**config.mk**
```make
export PLATFORM = sky130hd
export DESIGN_NAME = fetch_stage_flat
export DESIGN_NICKNAME = d
export VERILOG_FILES = /design/src/rtl/riscv_pkg.sv /design/src/rtl/fetch_stage_if.sv /design/src/rtl/fetch_stage_jal_predecode.sv /design/src/rtl/fetch_stage.sv /design/src/flat_wrapper.sv
export SDC_FILE = /design/constraint.sdc
export NUM_CORES = 1
export LEC_CHECK = 0
export CORE_MARGIN = 1.5
export CORE_UTILIZATION = 45
export DETAILED_ROUTE_END_ITERATION = 8
export HOLD_SLACK_MARGIN = 0.08
export PLACE_DENSITY = 0.72
export SLEW_MARGIN = 0
export SYNTH_ARGS = -nofsm -noshare
export SYNTH_HDL_FRONTEND = slang
export SYNTH_SLANG_ARGS = --single-unit
```
**constraint.sdc**
```tcl
create_clock -name clk -period 4.3 [get_ports clk]
set_input_delay 0.645 -clock clk [delete_from_list [all_inputs] [get_ports clk]]
set_output_delay 0.645 -clock clk [all_outputs]
set_load 0.02 [all_outputs]
```
**src/rtl/riscv_pkg.sv**
```systemverilog
// Shared RV32I definitions: opcodes, reset defaults and the fetch-stage state/entry types.
package riscv_pkg;

    localparam logic [6:0] OPC_LUI      = 7'b0110111;
    localparam logic [6:0] OPC_AUIPC    = 7'b0010111;
    localparam logic [6:0] OPC_JAL      = 7'b1101111;
    localparam logic [6:0] OPC_JALR     = 7'b1100111;
    localparam logic [6:0] OPC_BRANCH   = 7'b1100011;
    localparam logic [6:0] OPC_LOAD     = 7'b0000011;
    localparam logic [6:0] OPC_STORE    = 7'b0100011;
    localparam logic [6:0] OPC_OP_IMM   = 7'b0010011;
    localparam logic [6:0] OPC_OP       = 7'b0110011;
    localparam logic [6:0] OPC_MISC_MEM = 7'b0001111;
    localparam logic [6:0] OPC_SYSTEM   = 7'b1110011;

    // addi x0, x0, 0 -- for consumers that need a bubble
    localparam logic [31:0] NOP_INST = 32'h0000_0013;

    localparam logic [31:0] RESET_PC_DEFAULT = 32'h0000_0000;

    typedef enum logic {
        S_REQ  = 1'b0,
        S_WAIT = 1'b1
    } fetch_state_t;

    typedef struct packed {
        logic [31:0] pc;
        logic [31:0] inst;
        logic        pred;
    } fetch_entry_t;

    function automatic logic [31:0] jal_imm(input logic [31:0] i);
        return {{11{i[31]}}, i[31], i[19:12], i[20], i[30:21], 1'b0};
    endfunction

endpackage

```
**src/rtl/fetch_stage_if.sv**
```systemverilog
// Fetch-stage bus: EX redirect, instruction-memory request/response and decode handoff.
interface fetch_stage_if;

    logic        redirect_valid;
    logic [31:0] redirect_pc;

    logic        imem_req_valid;
    logic        imem_req_ready;
    logic [31:0] imem_req_addr;
    logic        imem_resp_valid;
    logic [31:0] imem_resp_inst;

    logic        id_valid;
    logic        id_ready;
    logic [31:0] id_pc;
    logic [31:0] id_inst;
    logic        id_pred_taken;

    modport master (
        input  redirect_valid, redirect_pc,
        input  imem_req_ready, imem_resp_valid, imem_resp_inst,
        input  id_ready,
        output imem_req_valid, imem_req_addr,
        output id_valid, id_pc, id_inst, id_pred_taken
    );

    modport slave (
        output redirect_valid, redirect_pc,
        output imem_req_ready, imem_resp_valid, imem_resp_inst,
        output id_ready,
        input  imem_req_valid, imem_req_addr,
        input  id_valid, id_pc, id_inst, id_pred_taken
    );

endinterface

```
**src/rtl/fetch_stage_jal_predecode.sv**
```systemverilog
// JAL predecoder: flags a JAL word and computes its target. Used only with FETCH_JAL_PREDICT_EN.
module jal_predecode
    import riscv_pkg::*;
(
    input  logic [31:0] inst,
    input  logic [31:0] pc,
    output logic        is_jal,
    output logic [31:0] target
);

    assign is_jal = (inst[6:0] == OPC_JAL);
    assign target = pc + jal_imm(inst);

endmodule

```
**src/rtl/fetch_stage.sv**
```systemverilog
// RV32I fetch stage: PC, single outstanding imem request, output register plus 1-entry skid buffer.
// Optional static JAL prediction is compiled in with `define FETCH_JAL_PREDICT_EN.
module fetch_stage
    import riscv_pkg::*;
#(
    parameter logic [31:0] RESET_PC = RESET_PC_DEFAULT
)(
    input  logic          clk,
    input  logic          rst,
    fetch_stage_if.master bus
);

    fetch_state_t state, state_n;
    logic [31:0]  pc, pc_n, req_pc;
    logic         drop, drop_n;
    fetch_entry_t out_q, buf_q, resp_entry;
    logic         out_valid, buf_valid;

    logic         req_fire, resp_keep, resp_ack;
    logic         consume, out_free, pred_hit;
    logic [1:0]   stale_cnt;

    // Request side depends only on state/buffer occupancy, never on redirect.
    assign bus.imem_req_valid = !rst && (state == S_REQ) && !buf_valid;
    assign bus.imem_req_addr  = pc;

    assign req_fire  = bus.imem_req_valid && bus.imem_req_ready;
    assign resp_keep = bus.imem_resp_valid && (state == S_WAIT) && !drop;
    assign resp_ack  = bus.imem_resp_valid && ((state == S_WAIT) || drop);
    assign consume   = out_valid && bus.id_ready;
    assign out_free  = !out_valid || consume;

`ifdef FETCH_JAL_PREDICT_EN
    logic [31:0] jal_target;

    jal_predecode u_predecode (
        .inst   (bus.imem_resp_inst),
        .pc     (req_pc),
        .is_jal (pred_hit),
        .target (jal_target)
    );
`else
    assign pred_hit = 1'b0;
`endif

    assign resp_entry = '{pc: req_pc, inst: bus.imem_resp_inst, pred: pred_hit};

    always_comb begin
        pc_n = pc;
        if (req_fire)
            pc_n = pc + 32'd4;
`ifdef FETCH_JAL_PREDICT_EN
        else if (resp_keep && pred_hit)
            pc_n = jal_target;
`endif
        if (bus.redirect_valid)
            pc_n = bus.redirect_pc;
    end

    // Responses still owed by memory once this edge retires; all become stale on redirect.
    assign stale_cnt = {1'b0, drop} + {1'b0, state == S_WAIT} + {1'b0, req_fire}
                     - {1'b0, resp_ack};

    always_comb begin
        state_n = state;
        drop_n  = drop;
        if (bus.redirect_valid) begin
            state_n = S_REQ;
            drop_n  = (stale_cnt != 2'd0);
        end else begin
            if (drop && bus.imem_resp_valid)
                drop_n = 1'b0;
            case (state)
                S_REQ:   if (req_fire)  state_n = S_WAIT;
                S_WAIT:  if (resp_keep) state_n = S_REQ;
                default: state_n = S_REQ;
            endcase
        end
    end

    always_ff @(posedge clk) begin
        if (rst) begin
            state <= S_REQ;
            drop  <= 1'b0;
        end else begin
            state <= state_n;
            drop  <= drop_n;
        end
    end

    always_ff @(posedge clk) begin
        if (rst) begin
            pc        <= RESET_PC;
            req_pc    <= RESET_PC;
            out_valid <= 1'b0;
            out_q     <= '0;
            buf_valid <= 1'b0;
            buf_q     <= '0;
        end else begin
            pc <= pc_n;
            if (req_fire)
                req_pc <= pc;

            if (bus.redirect_valid) begin
                out_valid <= 1'b0;
                buf_valid <= 1'b0;
            end else if (out_free) begin
                // Buffered word is older than any new response, so it goes out first.
                if (buf_valid) begin
                    out_q     <= buf_q;
                    out_valid <= 1'b1;
                    buf_valid <= resp_keep;
                    if (resp_keep)
                        buf_q <= resp_entry;
                end else begin
                    out_valid <= resp_keep;
                    if (resp_keep)
                        out_q <= resp_entry;
                end
            end else if (resp_keep) begin
                buf_valid <= 1'b1;
                buf_q     <= resp_entry;
            end
        end
    end

    assign bus.id_valid      = out_valid;
    assign bus.id_pc         = out_q.pc;
    assign bus.id_inst       = out_q.inst;
    assign bus.id_pred_taken = out_q.pred;

endmodule

```
**src/flat_wrapper.sv**
```systemverilog
// flat-port wrapper written by rule: the top's interface ports become plain ports
module fetch_stage_flat import riscv_pkg::*;
#(
    parameter logic [31:0] RESET_PC = RESET_PC_DEFAULT
)
  (clk, rst, bus_redirect_valid, bus_redirect_pc, bus_imem_req_ready, bus_imem_resp_valid, bus_imem_resp_inst, bus_id_ready, bus_imem_req_valid, bus_imem_req_addr, bus_id_valid, bus_id_pc, bus_id_inst, bus_id_pred_taken);
  fetch_stage_if bus_i ();
  input  logic clk;
  input  logic rst;
  input wire logic [$bits(bus_i.redirect_valid)-1:0] bus_redirect_valid;
  input wire logic [$bits(bus_i.redirect_pc)-1:0] bus_redirect_pc;
  input wire logic [$bits(bus_i.imem_req_ready)-1:0] bus_imem_req_ready;
  input wire logic [$bits(bus_i.imem_resp_valid)-1:0] bus_imem_resp_valid;
  input wire logic [$bits(bus_i.imem_resp_inst)-1:0] bus_imem_resp_inst;
  input wire logic [$bits(bus_i.id_ready)-1:0] bus_id_ready;
  output wire logic [$bits(bus_i.imem_req_valid)-1:0] bus_imem_req_valid;
  output wire logic [$bits(bus_i.imem_req_addr)-1:0] bus_imem_req_addr;
  output wire logic [$bits(bus_i.id_valid)-1:0] bus_id_valid;
  output wire logic [$bits(bus_i.id_pc)-1:0] bus_id_pc;
  output wire logic [$bits(bus_i.id_inst)-1:0] bus_id_inst;
  output wire logic [$bits(bus_i.id_pred_taken)-1:0] bus_id_pred_taken;
  assign bus_i.redirect_valid = bus_redirect_valid;
  assign bus_i.redirect_pc = bus_redirect_pc;
  assign bus_i.imem_req_ready = bus_imem_req_ready;
  assign bus_i.imem_resp_valid = bus_imem_resp_valid;
  assign bus_i.imem_resp_inst = bus_imem_resp_inst;
  assign bus_i.id_ready = bus_id_ready;
  assign bus_imem_req_valid = bus_i.imem_req_valid;
  assign bus_imem_req_addr = bus_i.imem_req_addr;
  assign bus_id_valid = bus_i.id_valid;
  assign bus_id_pc = bus_i.id_pc;
  assign bus_id_inst = bus_i.id_inst;
  assign bus_id_pred_taken = bus_i.id_pred_taken;
  fetch_stage #(.RESET_PC(RESET_PC)) u_core (.clk(clk), .rst(rst), .bus(bus_i));
endmodule
```
==> results of run 1 <==
[layout make-up]
cell class / count / area, um2 / area share
Multi-Input combinational cell: 670 / 3790 / 0.363
Sequential cell: 196 / 3930 / 0.376
Clock buffer: 21 / 460 / 0.0441
Inverter: 20 / 75.1 / 0.00719
Clock inverter: 9 / 154 / 0.0147
Timing Repair Buffer: 176 / 1750 / 0.167
Tap cell: 225 / 282 / 0.0270
[worst min-delay path by stage]
stage                                 from                to  slack (ps)  cells past startpoint
after floorplan           u_core.buf_q[10]  u_core.buf_q[10]         440                      2
after global placement    u_core.buf_q[26]  u_core.buf_q[26]         440                      2
after detailed placement  u_core.buf_q[45]  u_core.buf_q[45]         450                      2
after CTS                 u_core.buf_q[45]  u_core.buf_q[45]         460                      2
after global routing      u_core.buf_q[25]  u_core.buf_q[25]         470                      2
final                     u_core.buf_q[30]  u_core.buf_q[30]         450                      2
[critical path, delay by kind of cell]
kind | cells | cell delay (ps)
simple gates | 4 | 1760
compound gates | 1 | 260
buf+inv | 1 | 490
[kinds of logic after synthesis]
family	after synthesis
multiplexers	70
XOR/XNOR	26
AO/OA/AOI/OAI	210
AND/OR/NAND/NOR	360
buffers and inverters	94
adder cells (fa/ha/maj)	3
flip-flops	196
other	1
[flip-flops by register name (all words and copies together), names as in the netlist]
signal and count:
u_core.bus.imem_req_addr 32, u_core.state 1, u_core.buf_valid 1, u_core.bus.id_valid 1, u_core.bus.id_inst 32, u_core.req_pc 32, u_core.drop 1, u_core.buf_q 64
u_core.bus.id_pc 32
[per-stage QoR]
stage	instance area [um2]	util
floorplan	8070	-
global placement	9830	0.564
detailed placement	9830	0.564
CTS	10400	0.599
global route	10400	0.599
finish	10400	0.599
[power by group through the flow]
| stage | Clock, W | Sequential [W] | Combinational (W) |
|---|---|---|---|
| final | 0.00166 | 0.00191 | 0.000321 |
| after global routing | 0.00176 | 0.00191 | 0.000352 |
| after CTS | 0.00169 | 0.00190 | 0.000324 |
| after detailed placement | 0 | 0.00194 | 0.000321 |
| after global placement | 0 | 0.00194 | 0.000319 |
| after floorplan | 0 | 0.00196 | 0.000140 |
[cells in the final DEF (no fill, tap or decap), types with 2 or more instances in the layout]
cell type	instances
nand3_1	12
o21ai_0	8
nor2_1	87
nand2_1	212
clkdlybuf4s50_1	165
and3_1	6
clkbuf_8	2
clkinvlp_4	2
clkbuf_16	17
nand4_1	14
nor3_2	2
clkinv_2	2
bufinv_16	4
a311oi_1	2
o21a_1	11
clkbuf_1	2
xnor2_1	19
a211oi_1	67
xor2_1	7
mux2i_1	70
dfxtp_1	195
ha_1	2
nor3_1	4
buf_4	8
a21oi_1	115
inv_1	20
a21boi_0	2
nor2b_1	7
nor4_1	5
[per-layer routing]
layer / wire length [um] / part of all wire / GRT usage / vias up
li1: - / - / - / 3517
met3: 946 / 0.050 / 0.0385 / 12
met4: 183 / 0.0097 / 0.0684 / 0
met2: 8290 / 0.44 / 0.308 / 141
met5: 0 / 0 / 0 / -
met1: 9490 / 0.50 / 0.292 / 3036
==> metrics.yaml, run 1 <==
layout:
  fillCellCount: 1552
  diodes: 0
  nNetsFinal: 1154
  stdcell_count: 1317
  syn2layout_area_growth_pct: 29.4
  drive_gt1_frac: 0.0440
clock_tree:
  post-cts-setup-buffers: 0
  cts_hold_buf: 0
  cts_buffers: 17
  tritoncts: "built"
  cts_root_buf: "clkbuf_16"
  clkTransAtPathRegs_ps: 70
  clk_latency_ps: 420
  cts_resized: 0
  cts_max_path_buffers: 2
  htree_levels: 4
  cts_num_sinks: 196
synth:
  synth-xor-area-share: 0.0282
  yosys_warnings: 0
  ys_seq_elements: 196
  synth_largest_area_cell: "dfxtp_1"
  synth-adder-area-share: 0.00558
  postSynthCellCount: 960
  ys_top_cells_by_count: "nand2_1, dfxtp_1, a21oi_1"
  syn_area_mm2: 0.00807
  async_reset_ff_frac: 0
  synth-compound-area-share: 0.158
  ys_seq_area_frac: 0.486
  ys.flop_type: "dfxtp_1"
  synthMuxAreaShare: 0.0869
  synth_top_family_by_area: "simple AND/OR/NAND/NOR gates"
  yosys.area_share.simple: 0.189
  syn-num-nets: 1033
  synth-edff-count: 0
  avgSynthCellArea_um2: 8.40
  synth.most_common_cell: "nand2_1"
  synth_cell_types: 42
  synth_top_area_frac: 0.486
  synth.area.top_cells: "dfxtp_1, nand2_1, mux2i_1"
routing:
  drc: 0
  firstDrtPassIters: 4
  first_iter_violations: 369
  viasPerCell: 5.09
  drt.antenna.violating_nets: 0
  wl_per_cell_um: 14.4
  num_vias: 6706
  drt-total-wl_um: 18900
sta:
  drv_slew: 0
  hold_slack_ps: 452
  skew_ps: 9.10
  max_freq_mhz: 353
  tns_ps: 0
  fin_ws_ps: 1470
  max-slew-margin-rel: 0.285
  rsz0062_at_grt: "false"
  hold_viol: 0
  finalSetupViolCount: 0
  post-route-min-period_ps: 2830
  post-route-period-util: 0.659
  tightestPinTransition_ps: 1070
setup_path:
  r2r_start: "u_core.buf_valid"
  ff2ff_path_depth: 5
  cp_slowest_cell: "or4b_1"
  critPathLaunch: "bus_imem_req_ready"
  cpPeakStageDelay_ps: 680
  crit_fanout: 7
  crit_required_ps: 4630
  r2r_end: "u_core.bus.imem_req_addr[24]"
  end_kind: "flop"
  setup.worst_path.class: "in2reg"
  crit_arrival_ps: 3160
  crit_end: "u_core.bus.imem_req_addr[24]"
  worstPathCellList: "clkdlybuf4s50_1 > or4b_1 > nor4_4 > nand4_2 > or3_1 > a311oi_1"
  rrSetupSlack_ps: 1510
  cp-start-kind: "input pin"
grt:
  grt_pass1_wl_um: 30600
  overflow: 0
  grt_max_degree: 129
  grt_pass1_vias: 6100
  antenna_found_initial: 0
  grt_use_total: 0.204
power_and_ir_drop:
  switching_share: 0.224
  vdd_ir_drop_max_v: 0.000265
  p_leak_nw: 3.37
  p_clk_frac: 0.427
  fin_total_pwr_w: 0.00388
  power_switching_w: 0.000871
  seqPwrFrac: 0.491
  pwr_density_cell_mw_per_mm2: 372
  intPower_w: 0.00301
  p_comb_frac: 0.083
floorplanning:
  start_util: 0.463
  core-area_mm2: 0.0174
  die_h_um: 137
  die_area_mm2: 0.0187
  ioPinCount: 169
  rows: 48
  die_x_um: 137
place:
  place_ws_ps: 1100
  dp_cells: 1287
  portBuffers: 167
  dp_hpwl_um: 12100
  gp_congestion: 0.807
worst_hold_path:
  hp-class: "reg2reg"
status:
  status: "finished, final reports clean"
run:
  drv_cap: 0
(Power assumes the default switching activity.)
==> run 2: changes to the inputs <==
==> constraint.sdc (replaced) <==
create_clock -name clk -period 2.7 [get_ports clk]
set_input_delay 0.405 -clock clk [delete_from_list [all_inputs] [get_ports clk]]
set_output_delay 0.405 -clock clk [all_outputs]
set_load 0.02 [all_outputs]
==> metrics.yaml, run 2 (synthesis results as in run 1) <==
status:
  status: "finished, final reports clean"
power_and_ir_drop:
  p_comb_frac: 0.088
  pwr_density_cell_mw_per_mm2: 566
  switching_share: 0.240
  intPower_w: 0.00452
  power_switching_w: 0.00143
  fin_total_pwr_w: 0.00595
  p_clk_frac: 0.402
  seqPwrFrac: 0.510
  p_leak_nw: 3.41
  vdd_ir_drop_max_v: 0.000501
grt:
  grt_use_total: 0.203
  overflow: 0
  grt_pass1_vias: 6084
  grt_max_degree: 196
  antenna_found_initial: 0
  grt_pass1_wl_um: 30400
routing:
  drc: 0
  viasPerCell: 5.11
  firstDrtPassIters: 5
  drt-total-wl_um: 18800
  first_iter_violations: 342
  num_vias: 6795
  drt.antenna.violating_nets: 0
  wl_per_cell_um: 14.1
worst_hold_path:
  holdPathEnd: "u_core.buf_q[24]"
  hp-class: "reg2reg"
  min_from: "u_core.buf_q[24]"
  hold_path_depth: 2
setup_path:
  setup.worst_path.class: "in2reg"
  worstPathCellList: "clkdlybuf4s50_1 > or4b_1 > buf_4 > nor4_2 > buf_4 > nand4_1 > xnor2_1 > o21a_1"
  cpPeakStageDelay_ps: 600
  worst_path_most_repeated_cell: "buf_4"
  r2r_start: "u_core.state"
  crit_required_ps: 3010
  critPathTopFamily: "simple AND/OR/NAND/NOR gates"
  ff2ff_path_depth: 7
  cp_num_buf_inv: 3
  crit_arrival_ps: 2610
  rrSetupSlack_ps: 410
  cp-start-kind: "input pin"
  r2r_end: "u_core.bus.imem_req_addr[23]"
  end_kind: "flop"
  crit_fanout: 8
  critPathLaunch: "bus_imem_req_ready"
  cp_slowest_cell: "or4b_1"
clock_tree:
  cts_max_path_buffers: 2
  cts_buffers: 17
  cts_resized: 0
  cts_num_sinks: 196
  post-cts-setup-buffers: 0
  cts_hold_buf: 0
  clk_latency_ps: 420
  clkTransAtPathRegs_ps: 60
  tritoncts: "built"
  htree_levels: 4
  cts_root_buf: "clkbuf_16"
layout:
  layout_commonest_cell: "nand2_1"
  top_register: "u_core.buf_q"
  stdcell_count: 1331
  syn2layout_area_growth_pct: 30.3
  final_cell_mix: "nand2_1, dfxtp_1, clkdlybuf4s50_1, a21oi_1, nor2_1"
  utilization: 0.603
  nNetsFinal: 1166
  drive_gt1_frac: 0.0552
  largest_reg_flops: 64
  diodes: 0
run:
  drv_cap: 0
floorplanning:
  die_x_um: 137
  start_util: 0.463
  die_h_um: 137
  ioPinCount: 169
  core-area_mm2: 0.0174
  die_area_mm2: 0.0187
  rows: 48
sta:
  max-slew-margin-rel: 0.416
  finalSetupViolCount: 0
  fin_ws_ps: 407
  hold_viol: 0
  tightestPinTransition_ps: 876
  drv_slew: 0
  post-route-min-period_ps: 2290
  skew_ps: 7.80
  post-route-period-util: 0.849
  max_freq_mhz: 436
  rsz0062_at_grt: "false"
place:
  dp_cells: 1299
  dp_hpwl_um: 12300
  portBuffers: 167
  place_ws_ps: -1.31
  gp_congestion: 0.797
-- run 2: cell count changes in the layout (fill, tap and decap cells not counted), sizes merged --
cell      previous run  this run
bufinv               4         1
clkinvlp             2         1
buf                 11        23
clkinv               2         8
-- run 2: worst max-delay path by stage --
stage	slack (ps)	depth (start not counted)	endpoint
finish	410	8	u_core.bus.imem_req_addr[23]
global route	260	6	u_core.bus.imem_req_addr[27]
CTS	410	7	u_core.bus.imem_req_addr[23]
detailed placement	-1	8	u_core.bus.imem_req_addr[23]
global placement	20	8	u_core.bus.imem_req_addr[23]
floorplan	340	7	u_core.bus.imem_req_addr[24]
-- run 2: layer usage --
layer,up-vias,track usage,part of all wire
li1,3533,-,-
met4,0,0.0626,0.012
met3,17,0.0356,0.044
met5,-,0,0
met1,3088,0.296,0.51
met2,157,0.304,0.44
-- run 2: power groups by stage --
stage                     Sequential, W  Combinational, W  Clock [W]
final                           0.00303          0.000523    0.00239
after global placement          0.00310          0.000519          0
after detailed placement        0.00310          0.000523          0
after floorplan                 0.00313          0.000223          0
after CTS                       0.00303          0.000526    0.00244
after global routing            0.00304          0.000569    0.00256
-- run 2: metrics by stage --
step                cell area (um2)  hold slack [ps]  TNS (ps)
finish                        10500              453         0
global route                  10500              469         0
CTS                           10500              455         0
detailed placement             9950              446     -1.31
global placement               9950              441         0
floorplan                      8070              436         0
-- run 2: area by class of cell --
type | instances | area, um2
clock buffer | 21 | 450
sequential | 196 | 3930
clock inverter | 11 | 105
tap | 225 | 282
multi-input combinational | 670 | 3790
timing repair buffer | 188 | 1880
inverter | 20 | 75.1
fill | 1585 | 6910
-- run 2: worst min-delay path: stages (launching register included) --
cell and delay [ps]:
dfxtp_1 310, nand2_1 50, a21oi_1 50
==> run 3: changes to the inputs <==
==> constraint.sdc (replaced) <==
create_clock -name clk -period 2.35 [get_ports clk]
set_input_delay 0.3525 -clock clk [delete_from_list [all_inputs] [get_ports clk]]
set_output_delay 0.3525 -clock clk [all_outputs]
set_load 0.02 [all_outputs]
==> metrics.yaml, run 3 (synthesis results as in run 1) <==
clock_tree:
  clk_latency_ps: 420
  cts_buffers: 17
  cts_num_sinks: 196
  cts_resized: 0
  htree_levels: 4
  cts_root_buf: "clkbuf_16"
  tritoncts: "built"
  clkTransAtPathRegs_ps: 70
  cts_max_path_buffers: 2
  cts_hold_buf: 0
  post-cts-setup-buffers: 0
grt:
  busiest_layer: "met2"
  grtUsageMet2: 0.308
  grt_pass1_vias: 6009
  grt_max_degree: 196
  grt_use_met3: 0.0307
  grt_use_total: 0.202
  grt_use_met1: 0.292
  grt_pass1_wl_um: 30300
  overflow: 0
  antenna_found_initial: 0
layout:
  diodes: 0
  final_cell_mix: "nand2_1, dfxtp_1, clkdlybuf4s50_1, a21oi_1, nor2_1"
  syn2layout_area_growth_pct: 33.2
  drive_gt1_frac: 0.0713
  layout_commonest_cell: "nand2_1"
  top_register: "u_core.buf_q"
  largest_reg_flops: 64
  nNetsFinal: 1182
routing:
  firstDrtPassIters: 4
  viasPerCell: 5.11
  wl_per_cell_um: 14.2
  drt.antenna.violating_nets: 0
  first_iter_violations: 337
  drt-total-wl_um: 19100
  num_vias: 6887
  drc: 0
power_and_ir_drop:
  vdd_ir_drop_max_v: 0.000509
  fin_total_pwr_w: 0.00715
  pwr_density_cell_mw_per_mm2: 666
  p_leak_nw: 3.54
sta:
  tns_ps: 0
  tightestPinTransition_ps: 1120
  max_freq_mhz: 451
  hold_viol: 0
  skew_ps: 6.04
  rsz0062_at_grt: "false"
  max-slew-margin-rel: 0.255
  finalSetupViolCount: 0
  drv_slew: 0
  post-route-period-util: 0.943
  post-route-min-period_ps: 2220
place:
  dp_hpwl_um: 12700
  portBuffers: 167
  gp_congestion: 0.838
setup_path:
  rrSetupSlack_ps: 130
  worstPathCellList: "or4b_1 > buf_4 > nor4_4 > nand4_2 > or3_1 > a311oi_1"
  crit_fanout: 9
  critPathLaunch: "u_core.buf_valid"
  end_kind: "flop"
  cp-start-kind: "flop"
  crit_arrival_ps: 2540
  crit_required_ps: 2680
  cp_slowest_cell: "or4b_1"
  cpPeakStageDelay_ps: 540
  setup.worst_path.class: "reg2reg"
  r2r_start: "u_core.buf_valid"
floorplanning:
  rows: 48
  start_util: 0.463
  ioPinCount: 169
  core-area_mm2: 0.0174
  die_h_um: 137
  die_x_um: 137
  die_area_mm2: 0.0187
run:
  drv_cap: 0
worst_hold_path:
  min_from: "bus_redirect_valid"
  hp-class: "in2reg"
status:
  status: "finished, final reports clean"
==> run 3: area by class of cell <==
cell class	instances	area, um2
Fill cell	1522	6680
Multi-Input combinational cell	670	3790
Tap cell	225	282
Inverter	20	75.1
Timing Repair Buffer	204	2050
Clock buffer	17	425
Clock inverter	15	193
Sequential cell	196	3930
==> run 3: through the flow <==
step                      instance area [um2]  hold WS (ps)   util  worst slack (ps)  instances
after floorplan                          8070           436      -              42.1        960
after global placement                  10100           441  0.581              -194       1315
after detailed placement                10100           446  0.581              -241       1315
after CTS                               10700           259  0.617               121       1347
after global routing                    10700           299  0.617              27.2       1347
final                                   10700           286  0.617               135       1347
==> run 3: worst max-delay path, delay by kind of cell, from the launching register on <==
kind / cells / cell delay (ps)
AND/OR/NAND/NOR: 4 / 1310
AO/OA/AOI/OAI: 1 / 250
buffers and inverters: 1 / 190
flip-flops: 1 / 380
==> run 3: final timing paths <==
path / to / depth (start not counted)
max: u_core.bus.imem_req_addr[24] / 6
min: u_core.drop / 2
min reg2reg: u_core.buf_q[20] / 2
max reg2reg: u_core.bus.imem_req_addr[24] / 6
==> run 3: per-layer routing <==
| layer | share of wire | vias to the layer above |
|---|---|---|
| met5 | 0 | - |
| met4 | 0.015 | 0 |
| met3 | 0.044 | 21 |
| met2 | 0.45 | 183 |
| met1 | 0.49 | 3122 |
| li1 | - | 3561 |
==> run 3: report_power, final <==
group	leakage [nW]	total (W)	switching, W	internal [W]
Sequential	1.59	0.00346	0.0000707	0.00339
Combinational	1.65	0.000646	0.000327	0.000320
Clock	0.302	0.00304	0.00133	0.00171
